File: config.mk
export PLATFORM = sky130hd
export DESIGN_NAME = matrix_loader
export DESIGN_NICKNAME = d
export VERILOG_FILES = /design/src/rtl/matrix_loader.sv
export SDC_FILE = /design/constraint.sdc
export NUM_CORES = 1
export LEC_CHECK = 0
export ABC_CLOCK_PERIOD_IN_PS = 32900
export CAP_MARGIN = 20
export CORE_MARGIN = 1.5
export CORE_UTILIZATION = 45
export CTS_CLUSTER_DIAMETER = 40
export DETAILED_ROUTE_END_ITERATION = 6
export PLACE_DENSITY = 0.82
export REMOVE_ABC_BUFFERS = 1
export SYNTH_ARGS = -nofsm -noshare
export SYNTH_HDL_FRONTEND = slang
export SYNTH_SLANG_ARGS = --single-unit
File: constraint.sdc
create_clock -name clk -period 32.9 [get_ports clk]
set_input_delay 3.29 -clock clk [delete_from_list [all_inputs] [get_ports clk]]
set_output_delay 3.29 -clock clk [all_outputs]
set_load 0.1 [all_outputs]
File: src/rtl/matrix_loader.sv
// Streams 2*DIM*DIM signed bytes (A then B, row-major) into packed operand buses; out_valid on the last accepting edge.
// Stalls input (in_ready=0) while holding a completed frame until out_ack. Optional abort port: MATRIX_LOADER_ABORT_EN.
module matrix_loader #(
    parameter int DIM = 5,
    parameter int W   = 8
) (
    input  logic                   clk,
    input  logic                   rst,
    input  logic                   in_valid,
    output logic                   in_ready,
    input  logic [W-1:0]           in_data,
    input  logic [2:0]             op_cfg,
    output logic                   out_valid,
    input  logic                   out_ack,
`ifdef MATRIX_LOADER_ABORT_EN
    input  logic                   abort,
`endif
    output logic [DIM*DIM*W-1:0]   Aa,
    output logic [DIM*DIM*W-1:0]   Bb,
    output logic [2:0]             op,
    output logic [7:0]             frames_done
);

    localparam int N  = DIM * DIM;
    localparam int IW = (N > 1) ? $clog2(N) : 1;
    localparam logic [IW-1:0] LAST = IW'(N - 1);

    typedef enum logic [1:0] {LOAD_A, LOAD_B, HOLD} state_t;

    state_t        state;
    logic [IW-1:0] idx;
    logic [2:0]    op_q;
    logic          abort_i;
    logic          xfer;

`ifdef MATRIX_LOADER_ABORT_EN
    assign abort_i = abort;
`else
    assign abort_i = 1'b0;
`endif

    assign in_ready = (state == LOAD_A || state == LOAD_B) && !rst;
    // An aborting edge never consumes a byte, even with a valid handshake.
    assign xfer     = in_valid && in_ready && !abort_i;

    always_ff @(posedge clk or posedge rst) begin
        if (rst) begin
            state       <= LOAD_A;
            idx         <= '0;
            Aa          <= '0;
            Bb          <= '0;
            op_q        <= 3'b000;
            op          <= 3'b000;
            out_valid   <= 1'b0;
            frames_done <= 8'd0;
        end else begin
            case (state)
                LOAD_A: begin
                    if (abort_i) begin
                        idx   <= '0;
                        state <= LOAD_A;
                    end else if (xfer) begin
                        Aa[int'(idx)*W +: W] <= in_data;
                        if (idx == '0) op_q <= op_cfg;
                        if (idx == LAST) begin
                            idx   <= '0;
                            state <= LOAD_B;
                        end else begin
                            idx <= idx + 1'b1;
                        end
                    end
                end
                LOAD_B: begin
                    if (abort_i) begin
                        idx   <= '0;
                        state <= LOAD_A;
                    end else if (xfer) begin
                        Bb[int'(idx)*W +: W] <= in_data;
                        if (idx == LAST) begin
                            idx         <= '0;
                            state       <= HOLD;
                            out_valid   <= 1'b1;
                            op          <= op_q;
                            frames_done <= frames_done + 8'd1;
                        end else begin
                            idx <= idx + 1'b1;
                        end
                    end
                end
                HOLD: begin
                    if (out_ack || abort_i) begin
                        state     <= LOAD_A;
                        out_valid <= 1'b0;
                        op        <= 3'b000;
                    end
                end
                default: begin
                    state     <= LOAD_A;
                    idx       <= '0;
                    out_valid <= 1'b0;
                    op        <= 3'b000;
                end
            endcase
        end
    end

endmodule

==> results of run 1 <==
## logic make-up after synthesis
logic type / count (synthesis)
AO/OA/AOI/OAI: 40
XOR/XNOR: 9
adder cells (fa/ha/maj): 4
buffers and inverters: 48
flip-flops: 422
multiplexers: 389
AND/OR/NAND/NOR: 276
## where the power goes
group	total, mW	leakage, nW	switching [mW]	internal, mW
registers	0.565	5.88	0.0196	0.545
logic	0.415	4.60	0.324	0.0918
clock network	0.637	0.966	0.240	0.397
## sequential cells by signal, summed over array words and instances, names as in the netlist
register	flops
Aa	200
Bb	200
frames_done	8
idx	5
op	3
op_q	3
out_valid	1
state	2
## cell type report
| type | count | area, sq um |
|---|---|---|
| diodes | 1 | 2.50 |
| clock buffers | 64 | 1470 |
| clock inverters | 38 | 507 |
| fillers | 2762 | 13600 |
| inverters | 5 | 26.3 |
| multi-input cells | 718 | 6350 |
| flip-flops and latches | 422 | 10600 |
| well taps | 511 | 639 |
| repair buffers | 435 | 4360 |
## path summary, 6_finish.rpt
| kind | startpoint | end | slack, ns | cells past startpoint |
|---|---|---|---|---|
| min in group asynchronous | rst | Aa[179]$_DFFE_PP0P_ | 3.39 | 2 |
| setup reg to reg | idx[0]$_DFFE_PP0P_ | Aa[25]$_DFFE_PP0P_ | 28.27 | 7 |
| setup / recovery | rst | in_ready | 24.32 | 3 |
| max in group asynchronous | rst | Aa[199]$_DFFE_PP0P_ | 27.30 | 4 |
| hold / removal | frames_done[7]$_DFFE_PP0P_ | frames_done[7]$_DFFE_PP0P_ | 0.47 | 1 |
| hold reg to reg | frames_done[7]$_DFFE_PP0P_ | frames_done[7]$_DFFE_PP0P_ | 0.47 | 1 |
## metal layers
metal  GRT usage  share of wire  routed length [um]  up-vias
li1            -              -                   -     5184
met1       0.322           0.39               20500     6046
met2       0.451           0.49               25400      481
met3      0.0845          0.089                4670      101
met4       0.106          0.034                1750        0
met5           0              0                   0        -
## layout by cell type (no fill, tap or decap), types with 3 or more instances in the layout
cell	Yosys	layout
sky130_fd_sc_hd__dfrtp_1	422	422
sky130_fd_sc_hd__bufinv_16	0	9
sky130_fd_sc_hd__and2_1	35	35
sky130_fd_sc_hd__mux2_2	389	389
sky130_fd_sc_hd__clkdlybuf4s50_1	0	427
sky130_fd_sc_hd__clkbuf_16	0	56
sky130_fd_sc_hd__clkinv_4	0	4
sky130_fd_sc_hd__and3_1	37	37
sky130_fd_sc_hd__a22o_1	3	3
sky130_fd_sc_hd__nand2_1	41	41
sky130_fd_sc_hd__clkinv_2	0	8
sky130_fd_sc_hd__inv_1	5	4
sky130_fd_sc_hd__buf_4	0	4
sky130_fd_sc_hd__nor2_1	47	46
sky130_fd_sc_hd__clkbuf_8	0	4
sky130_fd_sc_hd__nand4_2	6	6
sky130_fd_sc_hd__ha_1	4	4
sky130_fd_sc_hd__nand3_1	26	26
sky130_fd_sc_hd__inv_8	0	5
sky130_fd_sc_hd__clkinvlp_4	0	4
sky130_fd_sc_hd__nor3_1	38	37
sky130_fd_sc_hd__clkbuf_1	34	4
sky130_fd_sc_hd__nand3_2	6	6
sky130_fd_sc_hd__o21ai_0	22	22
sky130_fd_sc_hd__xnor2_1	7	6
sky130_fd_sc_hd__nor2b_1	3	3
sky130_fd_sc_hd__a21oi_1	4	4
sky130_fd_sc_hd__nand4_1	16	16
sky130_fd_sc_hd__inv_6	0	8
## stage by stage
step           worst slack [ns]  cell area [sq um]
2_1_floorplan             17.86              16900
5_1_grt                   24.26              23900
3_5_place_dp              24.36              21900
6_report                  24.32              23900
4_1_cts                   24.30              23900
3_3_place_gp              24.40              21900
==> summary.md, run 1 <==
| Metric | Value |
|---|---|
| Outcome | complete, no violations |
| Post-synthesis adder-cell area fraction | 0.00293 |
| Setup TNS | 0 ns |
| Max IR drop VDD | 50.4 uV |
| Count of max-cap constraint violations | 0 |
| Buffers added on ports | 427 |
| Vias in the first global route | 12600 |
| Starting DRC count in detailed routing | 476 |
| Slowest library cell on the worst path | sky130_fd_sc_hd__clkdlybuf4s50_1 |
| Number of buffers added for setup after CTS | 0 |
| Detailed-routing iteration count for the pre-antenna-repair pass | 5 |
| Routability cong. | 0.815 |
| Clock root buffer | sky130_fd_sc_hd__clkbuf_16 |
| Post-Syn Area | 17100 sq um |
| Mux cell area share after synthesis | 0.257 |
| Die extent in x | 198 um |
| Worst-case headroom to the max-slew limit | 0.270 |
| Category of the worst setup path capture point | output port |
| Power consumption | 1.62 mW |
| Actual transition at the worst max-transition pin | 1.10 ns |
| Wire length reported by the detailed router | 52.2 mm |
| Starting density of the core | 0.455 |
| Register area share after synthesis | 0.619 |
| Final setup violation count | 0 |
| Fin. Hold Viols | 0 |
| Inst Count DP | 2089 |
| Post-Syn Area per Cell | 14.4 sq um |
| Yosys reg bits | 422 |
| Cells taking the most area after synthesis | sky130_fd_sc_hd__dfrtp_1, sky130_fd_sc_hd__mux2_2, sky130_fd_sc_hd__and3_1 |
| Setup repair after global routing missed its margin | no |
| Most Frequent Cell on Critical Path | sky130_fd_sc_hd__clkdlybuf4s50_1 |
| Chip Height | 198 um |
| Startpoint type of the worst setup path | input port |
| Most frequent cell after synthesis | sky130_fd_sc_hd__dfrtp_1 |
| Basic-gate share of the synthesized area counting and, or, nand and nor cells | 0.0898 |
| Cell type with the highest aggregate area in the netlist | sky130_fd_sc_hd__dfrtp_1 |
| Crit path cell chain | clkdlybuf4s50_1, nor2_1, clkdlybuf4s50_1 |
| Insertion delay to the later sink of the worst-skew pair | 0.61 ns |
| Final worst-path cycle share | 0.261 |
| Count of pins over their slew limit | 0 |
| Die area | 39100 sq um |
| Count of yosys warnings during synthesis | 0 |
| Fraction of layout instances using a drive strength above 1 | 0.309 |
| H-tree level count | 2 |
| Inserted Clock Buffers | 55 |
| CTS hold repair buffers | 0 |
| Area fraction in compound gates after synthesis | 0.0156 |
| Distinct cell type count after synthesis | 43 |
| Total power density per cell area | 67.6 nW/um^2 |
| Number of buffer and inverter instances along the worst setup path | 2 |
| Post-synth top area share | 0.619 |
| Gate family responsible for the most delay along the worst path | buffers and inverters |
| Final net count | 1656 |
| Number of synthesized flops with an enable pin | 0 |
| Total congestion overflow after global routing | 0 |
| Post-route clock skew | 0.0238 ns |
| Count of antenna-violating nets left after detailed routing | 0 |
| Final hold slack | 0.474 ns |
| Total track usage | 0.269 |
| Data arrival time of the critical path | 5.29 ns |
| Hold WC Path Type | register to register |
| Initial antenna violation count | 1 |
| TritonCTS clock tree | done |
| Detailed-route vias per instance | 5.38 |
| Clock buffer depth | 3 |
| Pin count of the biggest net entering global routing | 189 |
| Most used standard cells in the synthesized netlist | sky130_fd_sc_hd__dfrtp_1, sky130_fd_sc_hd__mux2_2, sky130_fd_sc_hd__nor2_1 |
| Synthesized instance count | 1188 |
| Share of async-settable or async-resettable flops after synthesis | 1.00 |
| Count of unresolved DRC violations after routing | 0 |
| Max Clock Freq | 117 MHz |
| Area Overhead vs Synth | 40.2% |
| Parity-gate share of the synthesized area counting xor and xnor cells | 0.00462 |
| Largest fanout on the critical path | 7 |
| Crit Path Class | input port to output port |
| Leakage power | 11.4 nW |
| Dominant combinational cell family by area after synthesis | multiplexers |
| Final Instance Count excl. Fillers | 2194 |
| Post-CTS sizing | 0 |
| Core Box Area | 37500 sq um |
| Wire length of the first global-routing pass | 78.5 mm |
| Routed len/inst | 23.8 um |
| Most instantiated flip-flop cell in the synthesis netlist | sky130_fd_sc_hd__dfrtp_1 |
| Via count | 11800 |
| Sinks on the clock net | 422 |
| Worst endpoint required time | 29.61 ns |
| Standard-cell row count | 71 |
| Post-layout min period | 8.58 ns |
| Core occupancy in the finished layout | 0.638 |
| Boundary pin count | 428 |
| Critical path's largest stage delay | 1.18 ns |
| Detailed-placement wirelength estimate | 36.2 mm |
| Clock slew seen by the registers of the worst setup and hold paths | 0.06 ns |
Note: power is estimated with default switching activity, not from simulation.
==> run 2, diff against run 1 <==
--- a/config.mk
+++ b/config.mk
@@ -5,13 +5,13 @@
 export SDC_FILE = /design/constraint.sdc
 export NUM_CORES = 1
 export LEC_CHECK = 0
-export ABC_CLOCK_PERIOD_IN_PS = 32900
+export ABC_CLOCK_PERIOD_IN_PS = 7600
 export CAP_MARGIN = 20
 export CORE_MARGIN = 1.5
 export CORE_UTILIZATION = 45
 export CTS_CLUSTER_DIAMETER = 40
 export DETAILED_ROUTE_END_ITERATION = 6
-export PLACE_DENSITY = 0.82
+export PLACE_DENSITY = 0.85
 export REMOVE_ABC_BUFFERS = 1
 export SYNTH_ARGS = -nofsm -noshare
 export SYNTH_HDL_FRONTEND = slang
==> constraint.sdc (replaced) <==
create_clock -name clk -period 7.6 [get_ports clk]
set_input_delay 0.76 -clock clk [delete_from_list [all_inputs] [get_ports clk]]
set_output_delay 0.76 -clock clk [all_outputs]
set_load 0.1 [all_outputs]
==> run 2 against run 1 <==
  * Combinational power grew to 4.3 times the previous value
  * Critical path type is now register to register
  * Sequential share of layout area is 0.14 points higher
  * Worst hold slack improved by 0.0048 ns
  * Critical path depth rose by 4
  * Largest cell class unchanged
==> summary.md, run 2 (same netlist as run 1, synthesis figures left out) <==
| Metric | Value |
|---|---|
| Hold WC Path Type | register to register (unchanged) |
| Sequential group share of total power | 0.355 (was 0.349) |
| Critical path capture point | Aa[180]$_DFFE_PP0P_ (was in_ready) |
| Final worst-path cycle share | 0.553 |
| Count of antenna-violating nets left after detailed routing | 0 (unchanged) |
| Actual transition at the worst max-transition pin | 1.14 ns (was 1.10 ns) |
| Final hold slack | 0.479 ns (was 0.474 ns) |
| Net switching power | 2.49 mW (was 0.584 mW) |
| Clock slew seen by the registers of the worst setup and hold paths | 0.06 ns (about the same) |
| Filler Cell Count | 2746 (was 2762) |
| Chip Height | 198 um (unchanged) |
| Sinks on the clock net | 422 (unchanged) |
| Die area | 39100 sq um (unchanged) |
| Starting density of the core | 0.455 (unchanged) |
| Internal power component | 4.42 mW (was 1.03 mW) |
| Vias in the first global route | 12600 (about the same) |
| Crit Path Class | register to register (was input port to output port) |
| Commonest cells after routing, fill and taps aside | sky130_fd_sc_hd__clkdlybuf4s50_1, sky130_fd_sc_hd__dfrtp_1, sky130_fd_sc_hd__mux2_2 (unchanged) |
| Post-CTS sizing | 0 (unchanged) |
| Post-place setup slack | 3.41 ns (was 24.36 ns) |
| Max IR drop VDD | 235 uV (was 50.4 uV) |
| Fin. Hold Viols | 0 (unchanged) |
| Post-place instance area | 21900 sq um (about the same) |
| Die extent in x | 198 um (unchanged) |
| Data arrival time of the critical path | 4.66 ns (was 5.29 ns) |
| Count of max-cap constraint violations | 0 (unchanged) |
| Count of pins over their slew limit | 0 (unchanged) |
| RR Startpoint | idx[0]$_DFFE_PP0P_ (unchanged) |
| Initial antenna violation count | 1 (unchanged) |
| RR Endpoint | Aa[180]$_DFFE_PP0P_ (was Aa[25]$_DFFE_PP0P_) |
| Count of unresolved DRC violations after routing | 0 (unchanged) |
| Via count | 11800 (about the same) |
| Leakage power | 11.4 nW (about the same) |
| Combinational share of power | 0.259 (was 0.257) |
| Setup repair after global routing missed its margin | no (unchanged) |
| Detailed-placement wirelength estimate | 37.0 mm (was 36.2 mm) |
| Most common cell after layout, fill and taps aside | sky130_fd_sc_hd__clkdlybuf4s50_1 (unchanged) |
| Power share of the clock group | 0.387 (was 0.394) |
| Reg2reg path depth | 7 (unchanged) |
| Clock buffer depth | 3 (unchanged) |
| Detailed-route vias per instance | 5.40 (was 5.38) |
| Total power density per cell area | 290 nW/um^2 (was 67.6 nW/um^2) |
| Non-Filler Cell Area, Final | 23800 sq um (was 23900 sq um) |
| Pin count of the biggest net entering global routing | 201 (was 189) |
| Startpoint type of the worst setup path | register (was input port) |
| Category of the worst setup path capture point | register (was output port) |
| Number of buffers added for setup after CTS | 0 (unchanged) |
| Least setup slack across all paths after layout | 3.40 ns (was 24.32 ns) |
| Registers with the most flip-flops | Aa (200), Bb (200), frames_done (8) (unchanged) |
| Buffers added on ports | 427 (unchanged) |
| H-tree level count | 2 (unchanged) |
| Final setup violation count | 0 (unchanged) |
| Source of the critical timing path | idx[0]$_DFFE_PP0P_ (was rst) |
| CTS hold repair buffers | 0 (unchanged) |
| Outcome | complete, no violations (unchanged) |
| Switching Fraction | 0.361 (about the same) |
| Routability cong. | 0.828 (was 0.815) |
| Clock root buffer | sky130_fd_sc_hd__clkbuf_16 (unchanged) |
| Worst endpoint required time | 8.06 ns (was 29.61 ns) |
| Fraction of layout instances using a drive strength above 1 | 0.306 (was 0.309) |
| Worst-case headroom to the max-slew limit | 0.239 (was 0.270) |
| Total congestion overflow after global routing | 0 (unchanged) |
| Final net count | 1654 (was 1656) |
| Largest fanout on the critical path | 19 (was 7) |
| Standard-cell row count | 71 (unchanged) |
| Core occupancy in the finished layout | 0.636 (was 0.638) |
| Max Clock Freq | 238 MHz |
| Detailed-routing iteration count for the pre-antenna-repair pass | 5 (unchanged) |
| Post-layout min period | 4.20 ns |
| Core Box Area | 37500 sq um (unchanged) |
| TritonCTS clock tree | done (unchanged) |
| Wire length reported by the detailed router | 52.2 mm (about the same) |
| Insertion delay to the later sink of the worst-skew pair | 0.59 ns (was 0.61 ns) |
| Inserted Clock Buffers | 53 (was 55) |
| Reg2reg setup slack | 3.40 ns (was 28.27 ns) |
| Area Overhead vs Synth | 39.7% (was 40.2%) |
| Starting DRC count in detailed routing | 641 (was 476) |
| Routed len/inst | 23.9 um (was 23.8 um) |
| Setup TNS | 0 ns (unchanged) |
| Post-route clock skew | 0.0184 ns (was 0.0238 ns) |
| Total track usage | 0.266 (was 0.269) |
| Boundary pin count | 428 (unchanged) |
| Wire length of the first global-routing pass | 77.6 mm (was 78.5 mm) |
-- run 2: area by class of cell --
class	instances	area [sq um]	share of cell area
timing repair buffer	435	4360	0.183
tap	511	639	0.0268
sequential	422	10600	0.443
clock inverter	35	477	0.0200
inverter	5	26.3	0.00110
multi-input combinational	718	6350	0.266
clock buffer	62	1420	0.0597
antenna	1	2.50	0.000105
-- run 2: critical path, cell delays in order, from the launching register on --
cell	delay, ns
sky130_fd_sc_hd__dfrtp_1	0.68
sky130_fd_sc_hd__inv_1	0.13
sky130_fd_sc_hd__ha_1	0.32
sky130_fd_sc_hd__nor3b_1	0.18
sky130_fd_sc_hd__ha_1	0.66
sky130_fd_sc_hd__nor3_4	0.94
sky130_fd_sc_hd__nand3_1	0.68
sky130_fd_sc_hd__mux2_2	0.48
-- run 2: per-stage QoR --
step / power (mW) / std cells
2_1_floorplan: 3.70 / 1145
3_3_place_gp: 4.23 / 2089
3_5_place_dp: 4.27 / 2089
4_1_cts: 6.95 / 2186
5_1_grt: 7.13 / 2189
6_report: 6.91 / 2189
-- run 2: power by group through the flow --
| stage | Combinational (mW) | Clock, mW | Sequential, mW |
|---|---|---|---|
| floorplan | 0.514 | 0 | 3.19 |
| global placement | 1.76 | 0 | 2.48 |
| detailed placement | 1.78 | 0 | 2.49 |
| CTS | 1.79 | 2.72 | 2.45 |
| global route | 1.86 | 2.81 | 2.46 |
| finish | 1.79 | 2.67 | 2.45 |
-- run 2: worst min path at each step --
| stage | start | end | slack [ns] | depth (start not counted) |
|---|---|---|---|---|
| 6_report | Aa[4]$_DFFE_PP0P_ | Aa[4]$_DFFE_PP0P_ | 0.48 | 2 |
| 5_1_grt | frames_done[7]$_DFFE_PP0P_ | frames_done[7]$_DFFE_PP0P_ | 0.50 | 1 |
| 4_1_cts | frames_done[7]$_DFFE_PP0P_ | frames_done[7]$_DFFE_PP0P_ | 0.48 | 1 |
| 3_5_place_dp | Bb[0]$_DFFE_PP0P_ | Bb[0]$_DFFE_PP0P_ | 0.47 | 2 |
| 3_3_place_gp | out_valid$_DFFE_PP0P_ | out_valid$_DFFE_PP0P_ | 0.46 | 1 |
| 2_1_floorplan | op_q[0]$_DFFE_PP0P_ | op[0]$_DFFE_PP0P_ | 0.47 | 1 |
-- run 2: routing by layer --
metal	vias to the layer above	wire (um)	global-route usage
met5	-	0	0
met4	0	1770	0.105
met3	91	4290	0.0806
met2	466	26000	0.454
met1	6081	20200	0.316
li1	5187	-	-
